<file path="src/rtl/sram22_ctrl_pkg.sv">
// Shared types and sizing helpers for the sram22 port controller.
// Optional power-up zero sweep is selected with SRAM22_CTRL_INIT_EN.
package sram22_ctrl_pkg;

  localparam int unsigned CTRL_STATE_W = 1;

  typedef enum logic [CTRL_STATE_W-1:0] {
    ST_INIT = 1'b0,
    ST_RUN  = 1'b1
  } ctrl_state_e;

  // Width able to hold the values 0..depth inclusive.
  function automatic int unsigned rsp_cnt_width(input int unsigned depth);
    return (depth < 2) ? 1 : $clog2(depth + 1);
  endfunction

  function automatic int unsigned rsp_ptr_width(input int unsigned depth);
    return (depth < 2) ? 1 : $clog2(depth);
  endfunction

endpackage

</file>
<file path="src/rtl/sram22_rsp_fifo.sv">
// Synchronous response FIFO with modulo-DEPTH pointers (any DEPTH >= 1).
// Synchronous active-low reset; storage itself is not reset.
module sram22_rsp_fifo
  import sram22_ctrl_pkg::*;
#(
  parameter int unsigned DATA_WIDTH = 24,
  parameter int unsigned DEPTH      = 4,
  parameter int unsigned CNT_W      = rsp_cnt_width(DEPTH),
  parameter int unsigned PTR_W      = rsp_ptr_width(DEPTH)
) (
  input  logic                  i_clk,
  input  logic                  i_rst_n,
  input  logic                  i_push,
  input  logic [DATA_WIDTH-1:0] i_wdata,
  input  logic                  i_pop,
  output logic [DATA_WIDTH-1:0] o_rdata,
  output logic [CNT_W-1:0]      o_count,
  output logic                  o_full,
  output logic                  o_empty
);

  logic [DATA_WIDTH-1:0] r_mem [DEPTH];
  logic [PTR_W-1:0]      r_wr_ptr;
  logic [PTR_W-1:0]      r_rd_ptr;
  logic [CNT_W-1:0]      r_count;
  logic                  w_do_push;
  logic                  w_do_pop;

  assign o_empty   = (r_count == '0);
  assign o_full    = (r_count == CNT_W'(DEPTH));
  assign o_count   = r_count;
  assign o_rdata   = r_mem[r_rd_ptr];
  // A pop frees the slot this cycle, so push-at-full is legal when popping.
  assign w_do_pop  = i_pop && !o_empty;
  assign w_do_push = i_push && (!o_full || w_do_pop);

  always_ff @(posedge i_clk) begin
    if (w_do_push) begin
      r_mem[r_wr_ptr] <= i_wdata;
    end
  end

  always_ff @(posedge i_clk) begin
    if (!i_rst_n) begin
      r_wr_ptr <= '0;
      r_rd_ptr <= '0;
      r_count  <= '0;
    end else begin
      if (w_do_push) begin
        r_wr_ptr <= (r_wr_ptr == PTR_W'(DEPTH - 1)) ? '0 : r_wr_ptr + PTR_W'(1);
      end
      if (w_do_pop) begin
        r_rd_ptr <= (r_rd_ptr == PTR_W'(DEPTH - 1)) ? '0 : r_rd_ptr + PTR_W'(1);
      end
      if (w_do_push && !w_do_pop) begin
        r_count <= r_count + CNT_W'(1);
      end else if (w_do_pop && !w_do_push) begin
        r_count <= r_count - CNT_W'(1);
      end
    end
  end

endmodule

</file>
<file path="src/rtl/sram22_port_ctrl.sv">
// Request/response initiator for one sram22 single-port macro with registered pins.
// Define SRAM22_CTRL_INIT_EN to zero the whole macro after every reset before opening the port.
module sram22_port_ctrl
  import sram22_ctrl_pkg::*;
#(
  parameter int unsigned DATA_WIDTH  = 24,
  parameter int unsigned ADDR_WIDTH  = 6,
  parameter int unsigned WMASK_WIDTH = 1,
  parameter int unsigned RSP_DEPTH   = 4
) (
  input  logic                   i_clk,
  input  logic                   i_rst_n,
  input  logic                   i_req_valid,
  output logic                   o_req_ready,
  input  logic                   i_req_we,
  input  logic [WMASK_WIDTH-1:0] i_req_wmask,
  input  logic [ADDR_WIDTH-1:0]  i_req_addr,
  input  logic [DATA_WIDTH-1:0]  i_req_wdata,
  output logic                   o_rsp_valid,
  input  logic                   i_rsp_ready,
  output logic [DATA_WIDTH-1:0]  o_rsp_rdata,
  output logic                   o_init_done,
  output logic                   o_sram_we,
  output logic [WMASK_WIDTH-1:0] o_sram_wmask,
  output logic [ADDR_WIDTH-1:0]  o_sram_addr,
  output logic [DATA_WIDTH-1:0]  o_sram_din,
  input  logic [DATA_WIDTH-1:0]  i_sram_dout
);

  localparam int unsigned CNT_W = rsp_cnt_width(RSP_DEPTH);
  localparam int unsigned SUM_W = CNT_W + 1;

`ifdef SRAM22_CTRL_INIT_EN
  localparam ctrl_state_e RESET_STATE = ST_INIT;
`else
  localparam ctrl_state_e RESET_STATE = ST_RUN;
`endif

  ctrl_state_e            r_state;
  ctrl_state_e            w_state_next;
  logic                   w_running;
  logic                   w_accept;
  logic                   w_push;
  logic                   w_pop;
  logic                   w_fifo_empty;
  logic                   w_unused_fifo_full;
  logic [CNT_W-1:0]       w_fifo_count;
  logic [SUM_W-1:0]       w_inflight;
  logic                   r_rd_s1;
  logic                   r_rd_s2;
  logic                   r_sram_we;
  logic [WMASK_WIDTH-1:0] r_sram_wmask;
  logic [ADDR_WIDTH-1:0]  r_sram_addr;
  logic [DATA_WIDTH-1:0]  r_sram_din;

`ifdef SRAM22_CTRL_INIT_EN
  logic [ADDR_WIDTH-1:0]  r_init_addr;

  always_ff @(posedge i_clk) begin
    if (!i_rst_n) begin
      r_init_addr <= '0;
    end else if (r_state == ST_INIT) begin
      r_init_addr <= r_init_addr + ADDR_WIDTH'(1);
    end
  end
`endif

  always_ff @(posedge i_clk) begin
    if (!i_rst_n) begin
      r_state <= RESET_STATE;
    end else begin
      r_state <= w_state_next;
    end
  end

  always_comb begin
    w_state_next = r_state;
`ifdef SRAM22_CTRL_INIT_EN
    if (r_state == ST_INIT && (&r_init_addr)) begin
      w_state_next = ST_RUN;
    end
`endif
  end

  assign w_running   = (r_state == ST_RUN);
  assign o_init_done = w_running;

  // Every outstanding read already owns a FIFO slot, so the T+2 push can never overflow.
  assign w_inflight  = SUM_W'(w_fifo_count) + SUM_W'(r_rd_s1) + SUM_W'(r_rd_s2);
  assign o_req_ready = w_running && (w_inflight < SUM_W'(RSP_DEPTH));
  assign w_accept    = i_req_valid && o_req_ready;

  always_ff @(posedge i_clk) begin
    if (!i_rst_n) begin
      r_sram_we    <= 1'b0;
      r_sram_wmask <= '0;
      r_sram_addr  <= '0;
      r_sram_din   <= '0;
`ifdef SRAM22_CTRL_INIT_EN
    end else if (r_state == ST_INIT) begin
      r_sram_we    <= 1'b1;
      r_sram_wmask <= '1;
      r_sram_addr  <= r_init_addr;
      r_sram_din   <= '0;
`endif
    end else if (w_accept) begin
      r_sram_we    <= i_req_we;
      r_sram_wmask <= i_req_we ? i_req_wmask : '0;
      r_sram_addr  <= i_req_addr;
      r_sram_din   <= i_req_wdata;
    end else begin
      // Idle: the macro does a read whose data nobody tags.
      r_sram_we    <= 1'b0;
      r_sram_wmask <= '0;
    end
  end

  always_ff @(posedge i_clk) begin
    if (!i_rst_n) begin
      r_rd_s1 <= 1'b0;
      r_rd_s2 <= 1'b0;
    end else begin
      r_rd_s1 <= w_accept && !i_req_we;
      r_rd_s2 <= r_rd_s1;
    end
  end

  assign o_sram_we    = r_sram_we;
  assign o_sram_wmask = r_sram_wmask;
  assign o_sram_addr  = r_sram_addr;
  assign o_sram_din   = r_sram_din;

  assign w_push      = r_rd_s2;
  assign o_rsp_valid = !w_fifo_empty;
  assign w_pop       = o_rsp_valid && i_rsp_ready;

  sram22_rsp_fifo #(
    .DATA_WIDTH (DATA_WIDTH),
    .DEPTH      (RSP_DEPTH)
  ) u_rsp_fifo (
    .i_clk   (i_clk),
    .i_rst_n (i_rst_n),
    .i_push  (w_push),
    .i_wdata (i_sram_dout),
    .i_pop   (w_pop),
    .o_rdata (o_rsp_rdata),
    .o_count (w_fifo_count),
    .o_full  (w_unused_fifo_full),
    .o_empty (w_fifo_empty)
  );

endmodule
</file>
<file path="config.mk">
export PLATFORM = sky130hd
export DESIGN_NAME = sram22_port_ctrl
export DESIGN_NICKNAME = d
export VERILOG_FILES = /design/src/rtl/sram22_ctrl_pkg.sv /design/src/rtl/sram22_rsp_fifo.sv /design/src/rtl/sram22_port_ctrl.sv
export SDC_FILE = /design/constraint.sdc
export NUM_CORES = 1
export LEC_CHECK = 0
export CORE_UTILIZATION = 53
export DETAILED_ROUTE_END_ITERATION = 16
export PLACE_DENSITY = 0.84
export RECOVER_POWER = 100
export SLEW_MARGIN = 20
export SYNTH_ARGS = -nofsm -noshare
export SYNTH_HDL_FRONTEND = slang
export SYNTH_SLANG_ARGS = --single-unit
</file>
<file path="constraint.sdc">
create_clock -name i_clk -period 5.9 [get_ports i_clk]
set_clock_uncertainty 0.05 [all_clocks]
set_input_delay 1.18 -clock i_clk [delete_from_list [all_inputs] [get_ports i_clk]]
set_output_delay 1.18 -clock i_clk [all_outputs]
set_load 0.03 [all_outputs]
</file>
# After elaboration in Yosys (flattened, before gate mapping)
# Memories as Yosys holds them, arrays and structs flattened. A register that Yosys moved wholly into a read port is not among the register bits.
# Index checks and enable logic that the tools add are counted.
# Widths: inputs -> output; s select.
dict set report totals {
  inputBits 60
  n_memories 1
  output_inout_bits 59
  ramBits 96
  regBits 41
}
dict set report op_classes {
  addsub 6
  eq_ne 3
  magnitude_cmp 1
  n_mux 8
  reduce_logical 17
}
# memory depth width rd rd_clocked_by_memory_dff write_ports line
set mem_list {}
lappend mem_list {u_rsp_fifo.r_mem 4 24 1 1 1 sram22_rsp_fifo.sv:22} ;# logic [DATA_WIDTH-1:0] r_mem [DEPTH];
# cell n
set op_table {}
lappend op_table {{$mux 2} 4}
lappend op_table {{$logic_and 1x1->1} 7}
lappend op_table {{$mux 3} 2}
lappend op_table {{$logic_not 1->1} 5}
lappend op_table {{$add 2x1->2 const B} 2}
lappend op_table {{$add 3x1->4} 1}
lappend op_table {{$add 4x1->4} 1}
lappend op_table {{$eq 2x2->1 const B} 2}
lappend op_table {{$lt 4x3->1 const B} 1}
lappend op_table {{$add 3x1->3 const B} 1}
lappend op_table {{$eq 3x3->1 const B} 1}
lappend op_table {{$logic_not 3->1} 1}
lappend op_table {{$reduce_and 3->1} 1}
lappend op_table {{$sub 3x1->3 const B} 1}
lappend op_table {{$mux 1} 2}
lappend op_table {{$reduce_and 2->1} 1}
lappend op_table {{$reduce_bool 2->1} 1}
lappend op_table {{$logic_or 1x1->1} 1}

# Longest topological paths before layout
# Gate-level depths: netlist of the first run.
dict set report logic_depth {
  ltp_word 10
  ltp_mapped 8
  depth_no_buf 8
}

# By module
# From an unflattened synthesis of the first run, not the netlist that was laid out.
dict set report hier_totals {
  hier_cells 324
  area_unflattened_um2 5358.9
}
# module seq_area_each_um2 instances area_per_inst_um2 cells_each
set by_module_without_submodules {}
lappend by_module_without_submodules {sram22_rsp_fifo 3062.9 1 3992.6 177}
lappend by_module_without_submodules {sram22_port_ctrl 680.7 1 1366.3 147}

# Worst setup path before layout of the first run
# No wires, ideal clock.
dict set report synth_path {
  path_type {input to register}
  start {input i_rsp_ready}
  end {register u_rsp_fifo.r_count[2], in the netlist u_rsp_fifo.o_count[2]}
  arrival_time_ns 2.576
  path_buffers 0
  slack_ns 3.204
  setup_time_ns 0.070
  stages 8
  required_ns 5.780
  cell_sequence {nor4b_2 -> nor2_1 -> ha_1 -> inv_1 -> fa_1 -> xor2_1 -> or3_1 -> a21oi_1}
}
dict set report synth_between {
  elab_chain_cells 7
  elab_cells_between_ends 10
}
# item line
set synth_lines {}
lappend synth_lines {{start: declaration} sram22_port_ctrl.sv:20} ;# input logic i_rsp_ready,
lappend synth_lines {{$logic_and 1x1->1 (*)} sram22_port_ctrl.sv:135} ;# assign w_pop = o_rsp_valid && i_rsp_ready;
lappend synth_lines {{$logic_and 1x1->1 (*)} sram22_rsp_fifo.sv:34} ;# assign w_do_pop = i_pop && !o_empty;
lappend synth_lines {{$logic_or 1x1->1 (*)} sram22_rsp_fifo.sv:35} ;# assign w_do_push = i_push && (!o_full || w_do_pop);
lappend synth_lines {{$logic_and 1x1->1 (*)} sram22_rsp_fifo.sv:35}
lappend synth_lines {{via u_rsp_fifo.w_do_push} sram22_rsp_fifo.sv:26} ;# logic w_do_push;
lappend synth_lines {{$logic_not 1->1} sram22_rsp_fifo.sv:57} ;# end else if (w_do_pop && !w_do_push) begin
lappend synth_lines {{$logic_and 1x1->1} sram22_rsp_fifo.sv:57}
lappend synth_lines {{$reduce_bool 2->1 (no line)} -}
lappend synth_lines {{end signal: assignment} sram22_rsp_fifo.sv:56} ;# r_count <= r_count + CNT_W'(1);
lappend synth_lines {{end signal: assignment} sram22_rsp_fifo.sv:58} ;# r_count <= r_count - CNT_W'(1);
lappend synth_lines {{end: declaration} sram22_rsp_fifo.sv:25} ;# logic [CNT_W-1:0] r_count;
# Mark *: on every way through the listed nets, which the timed path passes. The rest lies on a longest branch.
# A chain may end at the register's enable or synchronous reset.

==> results_dict.tcl, run 1 <==
set metrics [dict create \
    fin_area_mm2 0.007071 \
    clkLatencyLatePin_ns 0.52 \
    p_switching_uw 859.4 \
    core_area_mm2 0.009729 \
    status "finished, violations left" \
    synthesis.nets 387 \
    period_share 0.7635 \
    holdCritPathClass "reg2reg" \
    grt_setup_unrepaired "false" \
    tritoncts "done" \
    setup_tns_ns 0 \
    cp-start-kind "flop" \
    cts-resized-gates 0 \
    numCtsBuffers 17 \
    die_w_um 101.8 \
    wirelength_mm 9.903 \
    initialDrtViolationCount 120 \
    antenna_left 0 \
    ys_types 30 \
    path_max_fanout 24 \
    relSlewSlack -0.5456 \
    yosysTopAreaCell "edfxtp_1" \
    leakage_uw 0.002583 \
    synth_area_leaders "edfxtp_1 55%, dfxtp_1 16%, mux4_2 10%, mux2i_1 6.1%, nand2_1 4.3%" \
    post_drt_via_cell_ratio 5.207 \
    antenna_found_initial 0 \
    cp-endpoint "o_rsp_rdata[21]" \
    avgSynthCellArea_um2 16.54 \
    dp_hpwl_mm 6.241 \
    io-pin-count 119 \
    postCtsSetupRepairBufs 0 \
    post-place-cells 553 \
    fin_crit_ns 4.504 \
    grt_overflow_total 0 \
    powerDensity_mw_per_mm2 403.8 \
    placed_cell_area_mm2 0.006528 \
    max_freq_ghz 0.2220 \
    seqPwrFrac 0.419 \
    grt_util_all_layers 0.2080 \
    worst_pin_slew_ns 2.318 \
    nets 507 \
    cts_sinks 139 \
    grt_max_degree 65 \
    slew_violations 190 \
    routabilityCongestion 0.6732 \
    ys_warn_count 0 \
    first_pass_iters 4 \
    finalHoldViolations 0 \
    vias 3046 \
    final_cells 585 \
    rrSetupSlack_ns 3.14 \
    clkPwrFrac 0.341 \
    wl_per_cell_um 16.93 \
    worstSetupPathType "reg2out" \
    switching_share 0.3010 \
    cts_hold_buf 0 \
    final-setup-viol-count 0 \
    ys_ff_latch 139 \
    pwr-share-comb 0.240 \
    clk_path_buf_depth 2 \
    rr_startpoint "u_rsp_fifo.o_count[1]" \
    grt_first_pass_wirelength_mm 15.39 \
    irDropWorstVdd_v 0.0001817 \
    syn_to_final_growth_pct 34.01 \
    clk_pin_slew_ns 0.06 \
    n_antenna_cell 0 \
    endpoint_kind "output pin" \
    initial_core_util 0.5423 \
    reg2regPathDepth 3 \
    syn_inst 319 \
    violations "max-capacitance violations, max-slew violations" \
    drive_gt1_frac 0.1283 \
    power.internal_uw 1996 \
    grt_pass1_vias 3111 \
    mostFrequentLayoutCell "edfxtp_1" \
    rows 36 \
    timing.rr.end "u_rsp_fifo.r_mem[1][8]" \
    synthesis.area_mm2 0.005276 \
    cts_htree_levels 4 \
    drc 0 \
    synth_top_area_share 0.5464 \
    die-area_mm2 0.01036 \
    required_ns 4.67 \
    seq_area_frac_synth 0.7095 \
    critPathArrivalTime_ns 3.27 \
    max_cap_violations 6 \
    dieHeight_um 101.8 \
    cts-root-buf "clkbuf_8" \
    final_cell_mix "96 x edfxtp_1, 82 x dlygate4sd3_1, 61 x nand2_1, 42 x dfxtp_1, 34 x clkdlybuf4s50_1" \
    io_buffers 117 \
]
==> power by group through the flow <==
stage / registers [µW] / clock network (µW) / logic [µW]
2_1_floorplan: 1230 / 0 / 450
3_5_place_dp: 1220 / 0 / 727
4_1_cts: 1200 / 989 / 731
6_report: 1200 / 973 / 686
5_1_grt: 1210 / 1030 / 732
3_3_place_gp: 1220 / 0 / 714
==> layer usage <==
| layer | vias to the layer above | wire length, µm | global-route usage |
|---|---|---|---|
| met3 | 10 | 871 | 0.09317 |
| met1 | 1477 | 4015 | 0.2449 |
| met2 | 124 | 4910 | 0.3384 |
| met4 | 0 | 105 | 0.07581 |
| met5 | - | 0 | 0 |
| li1 | 1435 | - | - |
==> worst min path at each step <==
stage	end	start	cells after the start	slack [ns]
floorplan	r_rd_s2	r_rd_s1	1	0.38
global placement	o_sram_din[13]	o_sram_din[13]	2	0.39
detailed placement	o_sram_din[5]	o_sram_din[5]	2	0.40
CTS	o_sram_din[5]	o_sram_din[5]	2	0.41
global route	o_sram_din[19]	o_sram_din[19]	2	0.42
finish	o_sram_din[5]	o_sram_din[5]	2	0.40
==> worst max-delay path: stages, from the launching register on <==
cell and delay (ns):
dfxtp_1 1.38, mux4_2 0.67, dlygate4sd3_1 0.72
==> metrics by stage <==
stage               hold slack [ns]  setup WS, ns  total power, µW    util
floorplan                    0.3802         3.204             1678       -
global placement             0.3919         2.463             1930  0.6704
detailed placement           0.4018         2.469             1948  0.6709
CTS                          0.4113         1.883             2924  0.7280
global route                 0.4248         1.100             2981  0.7267
finish                       0.4046         1.396             2855  0.7267
==> registers in the layout, summed over array words and instances, names as in the netlist, named ones only <==
name	flops
o_sram_addr	6
u_rsp_fifo.r_rd_ptr	2
u_rsp_fifo.r_wr_ptr	2
o_sram_we	1
o_sram_din	24
r_rd_s2	1
r_rd_s1	1
o_sram_wmask	1
u_rsp_fifo.r_mem	96
u_rsp_fifo.o_count	3
==> area by class of cell <==
type / count / area (µm²)
clock buffers: 17 / 414.1
clock inverters: 15 / 141.4
fillers: 642 / 2659
inverters: 5 / 18.77
multi-input cells: 158 / 1413
flip-flops and latches: 139 / 3745
well taps: 133 / 166.4
repair buffers: 118 / 1172
==> synth_stat cells <==
master / n
a21o_1: 1
a21oi_1: 5
a21oi_2: 1
and2_1: 5
and3_1: 1
and4_1: 1
buf_1: 2
buf_2: 4
buf_4: 3
buf_6: 3
clkbuf_1: 5
conb_1: 1
dfxtp_1: 43
edfxtp_1: 96
fa_1: 1
ha_1: 7
inv_1: 5
mux2i_1: 32
mux4_2: 24
nand2_1: 61
nand2b_1: 1
nand3b_1: 1
nor2_1: 4
nor3b_1: 1
nor4b_2: 1
o21ai_0: 3
o31ai_2: 1
or3_1: 3
or4_1: 1
xor2_1: 2
==> cell families (layout without fill, tap and decap cells) <==
kind of cell,count (synthesis),in the layout,share of synthesized area
DFF,139,139,0.7095
and+or+nand+nor,80,80,0.06687
muxes,56,56,0.1631
buffers and inverters,22,155,0.02300
AOI/OAI and AO/OA,11,11,0.01304
adders and majority gates,8,8,0.02039
xor gates and xnor gates,2,2,0.003321
other,1,1,0.0007107
Note: power is estimated with default switching activity, not from simulation.
==> run 2, diff against run 1 <==
CORE_UTILIZATION = 50   (was 53)
PLACE_DENSITY = 0.79   (was 0.84)
clock period = 4.7 ns   (was 5.9 ns; I/O delays follow)
==> run 2 against run 1 <==
The flow still finishes with violations (max-capacitance violations, max-slew violations). Final area rose by 1.4%. Sequential power increased by 24%. Die area is 5.9% higher. Power grew 31%. Clock-buffer cell count is the same. Sequential cell count is the same. First-iteration DRC count increased by 23%. Via count is 1.1% higher. Worst setup slack worse by 0.42 ns. Utilization is 2.9 points lower. Non-clock buffer count increased by 5.
==> results_dict.tcl, run 2 (synthesis results as in run 1) <==
set metrics [dict create \
    status "finished, violations left" \
    violations "max-capacitance violations, max-slew violations" \
    routabilityCongestion 0.7158 \
    dieHeight_um 104.7 \
    io-pin-count 119 \
    post_drt_via_cell_ratio 5.184 \
    cp_slowest_cell "dfxtp_2" \
    postCtsSetupRepairBufs 0 \
    dp_hpwl_mm 5.986 \
    setup_tns_ns 0 \
    fin_crit_ns 3.721 \
    cts-root-buf "clkbuf_8" \
    top_register "u_rsp_fifo.r_mem" \
    nets 512 \
    max_stage_delay_ns 0.89 \
    use_met1 0.2330 \
    grt_first_pass_wirelength_mm 16.09 \
    power_uw 3740 \
    rows 37 \
    initialDrtViolationCount 147 \
    holdPathStages 2 \
    core_area_mm2 0.01028 \
    worst_pin_slew_ns 2.360 \
    antenna_left 0 \
    rr_startpoint "u_rsp_fifo.o_count[1]" \
    antenna_found_initial 1 \
    fillers 695 \
    required_ns 3.71 \
    endpoint_kind "output pin" \
    max_freq_ghz 0.2687 \
    initial_core_util 0.5134 \
    max_cap_violations 3 \
    clk_path_buf_depth 2 \
    final-setup-viol-count 0 \
    place_ws_ns 1.530 \
    rrSetupSlack_ns 2.03 \
    hp-start "o_sram_din[21]" \
    grt_util_all_layers 0.1970 \
    cts_sinks 139 \
    largest_reg_flops 96 \
    io_buffers 117 \
    numCtsBuffers 17 \
    die_w_um 104.7 \
    clk_pin_slew_ns 0.06 \
    worstSetupPathType "reg2out" \
    syn_to_final_growth_pct 35.85 \
    met3_usage 0.08796 \
    vias 3079 \
    clkLatencyLatePin_ns 0.51 \
    cts_htree_levels 4 \
    path_max_fanout 24 \
    holdCritPathClass "reg2reg" \
    die-area_mm2 0.01097 \
    powerDensity_mw_per_mm2 521.8 \
    relSlewSlack -0.5732 \
    grt_max_degree 65 \
    drc 0 \
    multi_input_area_mm2 0.001413 \
    grt_pass1_vias 3226 \
    slew_violations 113 \
    critPathArrivalTime_ns 2.73 \
    top_usage_layer "met2" \
    regArea_mm2 0.003745 \
    cp-start-kind "flop" \
    irDropWorstVdd_v 0.0003488 \
    cts-resized-gates 0 \
    grt_setup_unrepaired "false" \
    cp_cell_sequence "mux4_2, dlygate4sd3_1" \
    globalRouteMet2Util 0.3184 \
    fin_util 0.6975 \
    finalWorstSetupSlack_ns 0.9786 \
    wirelength_mm 9.828 \
    tritoncts "done" \
    hold_ws_ns 0.4009 \
    period_share 0.7918 \
    cts_hold_buf 0 \
    timing.rr.end "u_rsp_fifo.r_mem[2][21]" \
    leakage_uw 0.002629 \
    cp-endpoint "o_rsp_rdata[22]" \
    wl_per_cell_um 16.55 \
    reg2regPathDepth 4 \
    finalHoldViolations 0 \
    drive_gt1_frac 0.1335 \
    grt_overflow_total 0 \
    first_pass_iters 5 \
    mostFrequentLayoutCell "edfxtp_1" \
    final_cell_mix "96 x edfxtp_1, 83 x dlygate4sd3_1, 61 x nand2_1, 42 x dfxtp_1, 33 x clkdlybuf4s50_1" \
]
==> run 2: worst min-delay path by stage <==
stage / endpoint / slack (ns)
6_report: o_sram_din[21] / 0.40
3_3_place_gp: o_sram_din[14] / 0.39
5_1_grt: o_sram_din[21] / 0.43
3_5_place_dp: r_rd_s2 / 0.39
2_1_floorplan: r_rd_s2 / 0.38
4_1_cts: o_sram_din[21] / 0.41
==> run 2: layout make-up <==
cell class,instances,share of cell area
Sequential cell,139,0.5224
Multi-Input combinational cell,158,0.1971
Timing Repair Buffer,123,0.1667
Clock buffer,17,0.05778
Clock inverter,15,0.02932
Tap cell,136,0.02374
Inverter,5,0.002618
Antenna cell,1,0.0003491
==> run 2: metal layers <==
layer / vias up / share of wire
met1: 1500 / 0.41
li1: 1439 / -
met3: 10 / 0.090
met4: 0 / 0.0083
met2: 130 / 0.49
met5: - / 0
==> run 2: where the power goes <==
part / internal [µW] / leakage [µW] / switching (µW) / total (µW)
logic: 408 / 0.00111 / 460 / 868
clock network: 871 / 0.000297 / 509 / 1380
registers: 1390 / 0.00122 / 105 / 1490
total: 2670 / 0.00263 / 1070 / 3740
==> run 2: stage by stage <==
step                instance area [µm²]  std cells
finish                             7168        594
global placement                   6564        561
global route                       7168        594
floorplan                          5276        319
detailed placement                 6564        561
CTS                                7188        593
==> run 2: worst max-delay path, delay by kind of cell (launching register included) <==
family                 cells  cell delay (ns)
buffers and inverters      1             0.70
DFF                        1             0.89
muxes                      1             0.62
